File: src/rtl/tick_timer_pkg.sv
// ----------------------------------------------------------------------------
// tick_timer_pkg : shared state encoding for the tick timer
// Revision 1.0
// ----------------------------------------------------------------------------
`default_nettype none

package tick_timer_pkg;

  typedef enum logic [1:0] {
    IDLE  = 2'd0,
    RUN   = 2'd1,
    PAUSE = 2'd2,
    DONE  = 2'd3
  } state_t;

endpackage

`default_nettype wire

File: src/rtl/tick_timer_edge_det.sv
// ----------------------------------------------------------------------------
// tick_timer_edge_det : registers the timebase and flags its qualifying edges
// Revision 1.0
// ----------------------------------------------------------------------------
`default_nettype none

module tick_timer_edge_det #(
  parameter bit BOTH_EDGES = 1'b0
) (
  input  logic clk,
  input  logic rst,
  input  logic sig,
  output logic pulse,
  output logic q
);

  always_ff @(posedge clk) begin
    if (rst) begin
      q <= 1'b0;
    end else begin
      q <= sig;
    end
  end

  // q resets low, so a high input right after reset reads as a rising edge.
  generate
    if (BOTH_EDGES) begin : g_both
      assign pulse = sig ^ q;
    end else begin : g_rise
      assign pulse = sig & ~q;
    end
  endgenerate

endmodule

`default_nettype wire

File: src/rtl/tick_timer.sv
// ----------------------------------------------------------------------------
// tick_timer : preset down-counter advanced by edges of the divider timebase
// Revision 1.0
// ----------------------------------------------------------------------------
`default_nettype none

module tick_timer
  import tick_timer_pkg::*;
#(
  parameter int WIDTH       = 8,
  parameter bit BOTH_EDGES  = 1'b0,
  parameter bit AUTO_RELOAD = 1'b0
) (
  input  logic             clk,
  input  logic             rst,
  input  logic             hzX,
  input  logic [WIDTH-1:0] preset,
  input  logic             load,
  input  logic             start,
  input  logic             pause,
  output logic [WIDTH-1:0] count,
  output logic             running,
  output logic             done,
  output logic             expire,
  output logic             tick
);

  state_t           state;
  state_t           state_n;
  logic [WIDTH-1:0] count_n;
  logic             expire_n;
  logic             hz_edge;
  logic             unused_hz_q;

  tick_timer_edge_det #(
    .BOTH_EDGES(BOTH_EDGES)
  ) u_edge_det (
    .clk  (clk),
    .rst  (rst),
    .sig  (hzX),
    .pulse(hz_edge),
    .q    (unused_hz_q)
  );

  always_ff @(posedge clk) begin
    if (rst) begin
      state  <= IDLE;
      count  <= '0;
      expire <= 1'b0;
      tick   <= 1'b0;
    end else begin
      state  <= state_n;
      count  <= count_n;
      expire <= expire_n;
      tick   <= hz_edge;
    end
  end

  always_comb begin
    state_n  = state;
    count_n  = count;
    expire_n = 1'b0;
    if (load) begin
      count_n = preset;
      state_n = IDLE;
    end else begin
      unique case (state)
        IDLE, PAUSE: begin
          if (start) begin
            if (count != '0) begin
              state_n = RUN;
            end else begin
              state_n  = DONE;
              expire_n = 1'b1;
            end
          end
        end
        // start while running is a no-op, so pause and edges still apply.
        RUN: begin
          if (pause) begin
            state_n = PAUSE;
          end else if (hz_edge) begin
            if (count > WIDTH'(1)) begin
              count_n = count - WIDTH'(1);
            end else begin
              expire_n = 1'b1;
              if (AUTO_RELOAD && (preset != '0)) begin
                count_n = preset;
              end else begin
                count_n = '0;
                state_n = DONE;
              end
            end
          end
        end
        DONE: begin
          state_n = DONE;
        end
        default: begin
          state_n = IDLE;
        end
      endcase
    end
  end

  assign running = (state == RUN);
  assign done    = (state == DONE);

endmodule

`default_nettype wire

File: config.mk
export PLATFORM = sky130hd
export DESIGN_NAME = tick_timer
export DESIGN_NICKNAME = d
export VERILOG_FILES = /design/src/rtl/tick_timer_pkg.sv /design/src/rtl/tick_timer_edge_det.sv /design/src/rtl/tick_timer.sv
export SDC_FILE = /design/constraint.sdc
export NUM_CORES = 1
export LEC_CHECK = 0
export ABC_AREA = 1
export BUFFER_PORTS_ARGS = -buffer_cell sky130_fd_sc_hd__buf_2
export CAP_MARGIN = 20
export CORE_MARGIN = 1.5
export CORE_UTILIZATION = 30
export DETAILED_ROUTE_END_ITERATION = 12
export GPL_ROUTABILITY_DRIVEN = 0
export SYNTH_ARGS = -nofsm -noshare
export SYNTH_HDL_FRONTEND = slang
export SYNTH_SLANG_ARGS = --single-unit
File: constraint.sdc
create_clock -name clk -period 1.6 [get_ports clk]
set_input_delay 0.08 -clock clk [delete_from_list [all_inputs] [get_ports clk]]
set_output_delay 0.08 -clock clk [all_outputs]
set_load 0.1 [all_outputs]
---- Word-level counts from Yosys, hierarchy flattened ----
Cells that the tools add are included.
word-level totals
  bits in registers ....................... 13
  output and inout port bits .............. 12
  word-level logic and storage cells ...... 41
operators by class
  add/subtract/negate cells ............... 1
  magnitude comparators ................... 1
  equal/unequal tests ..................... 7
  mux-type cells .......................... 17
  bitwise operators ....................... 2
  reductions and logical operators ........ 8
operators with widths
  kind                   count
  $mux W8                5
  $mux W2                5
  $gt A8 B1 Y1 const B   1
  $reduce_bool A8 Y1     1
  $sub A8 B1 Y8 const B  1
  $pmux W2 S3            1
  $reduce_and A3 Y1      2
  $mux W1                5
  $eq A2 B2 Y1 const B   2
  $ne A2 B2 Y1 const B   2
  $reduce_bool A2 Y1     2
  $reduce_or A2 Y1       2
  $ne A3 B2 Y1 const B   1
  $ne A3 B3 Y1 const B   1
  $eq A2 B1 Y1 const B   1
  $logic_not A2 Y1       1
  $pmux W1 S2            1
  $and A1 B1 Y1          1
  $not A1 Y1             1

---- Longest topological paths before layout ----
  depth after elaboration ................. 6
  mapped depth ............................ 10
  mapped depth without buffers ............ 10

---- By module ----
A second synthesis with hierarchy kept.
second synthesis, totals
  cell total of the unflattened synthesis .. 122
  area total of the unflattened synthesis .. 843.3 µm²
by module, submodules not included
  module               instances  cells each  area an instance (µm²)  seq. area each (µm²)
  tick_timer           1          118         812.0                   240.2
  tick_timer_edge_det  1          4           31.3                    20.0

---- Worst setup path before layout ----
OpenSTA, ideal clock, no wires.
  path kind ............................... register to register
  from .................................... register count[0]
  to ...................................... register count[2]
  library setup time ...................... 0.071 ns
  arrival time ............................ 2.035 ns
  data required time ...................... 1.529 ns
  slack ................................... -0.506 ns
  stages on the path, launching flop included .. 10
  path buffers ............................ 0
  period minus slack after synthesis ...... 2.106 ns
  cell sequence ........................... dfxtp_1 > inv_1 > ha_1 > nor2_1 > nor2_1 > nand2_1 > nand2_2 > nor2_4 > nand2_1 > a21oi_1
between the ends
  longest elaborated chain between the ends .. 6
  elaborated cells between the ends (all ways) .. 7
  classes of those cells .................. add/sub: 1; order compare: 1; mux: 5
RTL lines
  what                                           RTL line                            RTL
  start: declaration                             tick_timer.sv:21                    output logic [WIDTH-1:0] count,
  start signal: assignment                       tick_timer.sv:53                    count <= count_n;
  $sub A8 B1 Y8 or $gt A8 B1 Y1 (tied branches)  tick_timer.sv:84, tick_timer.sv:83
  $mux W8 (*)                                    tick_timer.sv:83                    if (count > WIDTH'(1)) begin
  $mux W8 (*)                                    tick_timer.sv:82                    end else if (hz_edge) begin
  $mux W8 (*)                                    tick_timer.sv:80                    if (pause) begin
  $mux W8 (*)                                    tick_timer.sv:67                    unique case (state)
  $mux W8 (*)                                    tick_timer.sv:63                    if (load) begin
Mark *: on every way between the ends. The rest lies on a longest branch, timed or not. The select of a mux whose other input is x is not followed.
A chain may end at the register's enable or synchronous reset.

---- Worst setup path after layout ----
  from .................................... register count[0]
  to ...................................... register count[1]
The elaborated chain is that of the path after synthesis.

==> impl_metrics.ini <==
[timing]
skew_ns = 0.00153
fin_setup_tns_ns = 0
rsz0062_at_grt = false
max_freq_mhz = 719
timing_max_transition_violations_final = 0
timing.final.crit_period_ns = 1.39
slew-limit-headroom_pct = 67.8
finalSetupViolCount = 0
finalCritPeriodShare_pct = 86.9
max_slew.worst_pin.slew_ns = 0.487
final_hold_viol_count = 0
holdWs_ns = 0.0172

[run]
drv_cap = 0

[synth]
ranking_of_synthesized_cells_by_area = sky130_fd_sc_hd__dfxtp_1 31%, sky130_fd_sc_hd__nand2_1 19%, sky130_fd_sc_hd__inv_1 10%
yosys_most_used_dff = sky130_fd_sc_hd__dfxtp_1
synth_area_um2 = 841
post_synth_xor_area_fraction_pct = 3.12
ys_types = 16
ys_seq_elements = 13
post-synth-top-count-cell = sky130_fd_sc_hd__nand2_1
synthesis.instances = 135
avgSynthCellArea_um2 = 6.23
synthArstFlopShare_pct = 0
synth_enable_flop_cells = 0
synth_sequential_area_ratio_pct = 31.0
combinational_family_with_the_most_area_after_synthesis = simple AND/OR/NAND/NOR gates
synth_compound_gate_area_share_pct = 15.3
post_synth_fa_ha_maj_area_fraction_pct = 4.46
share_of_synthesized_area_spent_on_multiplexers_pct = 0
synth.top_cell.area_share_pct = 31.0
synthDominantAreaCellType = sky130_fd_sc_hd__dfxtp_1
synthesis.nets = 152
synth-warning-count = 0
synth_commonest_cells = 43 x sky130_fd_sc_hd__nand2_1, 23 x sky130_fd_sc_hd__inv_1, 13 x sky130_fd_sc_hd__dfxtp_1, 13 x sky130_fd_sc_hd__nor2_1, 10 x sky130_fd_sc_hd__a21oi_1
synthSimpleGateAreaFrac_pct = 35.0

[routing]
routed_wl_um = 1910
drcViolationCount = 0
route.antenna.remaining_nets = 0
detail_route.iter0.violations = 17
drtPass1Iterations = 4
vias_per_cell = 4.60
routed_wire_length_per_instance_um = 9.91
vias = 887

[global_routing]
global_route.overflow_total = 0
grt.met3_usage_pct = 2.33
grt_most_used_layer = met2
antenna_violations_before_repair = 0
grt_first_pass_wirelength_um = 3240
gr-usage-all-layers_pct = 12.7
met1_track_demand_over_resource_in_global_routing_pct = 16.7
maximum_number_of_pins_on_one_net_before_global_route_repair = 12
first_global_vias = 773
grt_util_met2_pct = 21.8

[finish]
final_util_pct = 38.4
filler_cell_count_in_the_final_layout = 315
final_layout_size_suffix_gt1_share_pct = 26.5
multi_input_area_um2 = 489
finalNetCount = 180
final_cell_count_no_fill = 193
sequential_cell_area_um2 = 275
antenna_cells_inserted = 0
layout-area-overhead-vs-synth_pct = 23.8

[clock_network]
clock_tree.htree_level_count = 1
insertion_delay_ns = 0.27
cts_clk_pin_slew_worst_paths_ns = 0.09
clock_tree.buffer_depth = 2
post_cts_buffers = 0
ctsRootBufferMaster = sky130_fd_sc_hd__clkbuf_4
cts_inserted_buffers = 3
cts_tree = built
clkSinkCount = 13

[worst_setup_path]
worstPathRequired_ns = 1.80
setup.worst_path.class = reg2reg
critical_path.reg2reg.endpoint = count[1]
cp-startpoint = count[0]
critPathLaunchType = flop
regToRegSetupSlack_ns = 0.21
worst_ep_arrival_time_ns = 1.59
launch_instance_of_the_worst_register_to_register_path = count[0]
timing.reg2reg.worst_path_depth = 9
endpoint_kind = flop
critical_path.max_fanout = 7
timing.critical_path.to = count[1]

[place]
numPlacedInstances = 189
dpl.hpwl_um = 1490
buffer_ports.inserted = 25

[power_and_ir_drop]
power_density_cells_nw_per_um2 = 876
int_power_mw = 0.529
p_total_mw = 0.912
relative_contribution_of_combinational_cells_to_total_power_pct = 37.1
static-leakage-power_nw = 0.556
pwr-share-seq_pct = 39.9
max-vdd-ir-drop_mv = 0.501
switching_share_pct = 42.0
netSwitchingPower_mw = 0.383
clockPowerShare_pct = 23.1

[floorplanning]
std_cell_rows = 19
die_area_um2 = 3130
io-pin-count = 26
core_region_area_um2 = 2710
die_y_extent_um = 55.9
initial_utilization_pct = 31.0
die_width_um = 55.9

[outcome]
outcome = finished clean

[worst_hold_path]
worstHoldPathType = in2reg
[power by group through the flow]
| stage | clock (mW) | combinational [mW] | sequential (mW) |
|---|---|---|---|
| 2_1_floorplan | 0 | 0.159 | 0.485 |
| 3_3_place_gp | 0 | 0.335 | 0.371 |
| 3_5_place_dp | 0 | 0.339 | 0.372 |
| 4_1_cts | 0.213 | 0.339 | 0.364 |
| 5_1_grt | 0.230 | 0.372 | 0.368 |
| 6_report | 0.210 | 0.338 | 0.364 |
[flip-flops by register name (all words and copies together) (netlist names)]
name	count
expire	1
state	2
count	8
u_edge_det.q	1
tick	1
[placed cells by master, fill, tap and decap left out, types with 3 or more instances in the layout]
cell and n:
sky130_fd_sc_hd__nand2_1 43, sky130_fd_sc_hd__buf_2 25, sky130_fd_sc_hd__inv_1 23, sky130_fd_sc_hd__nor2_1 13, sky130_fd_sc_hd__a21oi_1 10, sky130_fd_sc_hd__a21boi_0 8
sky130_fd_sc_hd__nand3_1 7, sky130_fd_sc_hd__dfxtp_2 6, sky130_fd_sc_hd__dfxtp_1 5, sky130_fd_sc_hd__nor2_2 3, sky130_fd_sc_hd__xor2_1 3, sky130_fd_sc_hd__clkbuf_4 3
[per-layer routing]
metal / vias to the layer above / part of all wire, %
met4: 0 / 0.99
met3: 2 / 3.1
met1: 400 / 46
met5: - / 0
li1: 471 / -
met2: 14 / 50
[repair_timing]
action | 4_1_cts | 5_1_grt
endpoints found under the setup margin | 0 | 1
resized for setup | 0 | 1
hold buffers | 0 | 0
[how the worst min path moves through the flow]
stage               startpoint      endpoint  slack [ns]  cells after the start
finish                     hzX  u_edge_det.q        0.02                      3
global route               hzX  u_edge_det.q        0.01                      3
CTS                        hzX  u_edge_det.q        0.02                      3
detailed placement         hzX  u_edge_det.q        0.31                      3
global placement           hzX  u_edge_det.q        0.30                      3
floorplan                pause      state[0]        0.18                      1
[cell families after synthesis]
family,count (synthesis)
adder cells (fa/ha/maj),3
AND/OR/NAND/NOR,70
XOR/XNOR,3
AO/OA/AOI/OAI,21
flip-flops,13
buffers and inverters,25
[worst max-delay path, cell delays in order, from the launching register on]
cell and delay, ns:
sky130_fd_sc_hd__dfxtp_4 0.36, sky130_fd_sc_hd__inv_1 0.08, sky130_fd_sc_hd__ha_2 0.23, sky130_fd_sc_hd__nor2_1 0.09, sky130_fd_sc_hd__nor2_1 0.05, sky130_fd_sc_hd__nand2_1 0.07
sky130_fd_sc_hd__nand2_2 0.06, sky130_fd_sc_hd__nor2_4 0.16, sky130_fd_sc_hd__nand2_1 0.08, sky130_fd_sc_hd__a21oi_1 0.13
[layout make-up]
class / count / share of cell area [%]
multi-input cells: 97 / 47.0
flip-flops and latches: 13 / 26.4
repair buffers: 25 / 12.0
inverters: 23 / 8.29
well taps: 31 / 3.73
clock buffers: 4 / 2.52
[through the flow]
step           area (um^2)  setup slack (ns)
2_1_floorplan          856            0.0450
3_3_place_gp          1010             0.223
3_5_place_dp          1010             0.143
4_1_cts               1040             0.127
5_1_grt               1040            0.0732
6_report              1040             0.210
Note: power is estimated with default switching activity, not from simulation.
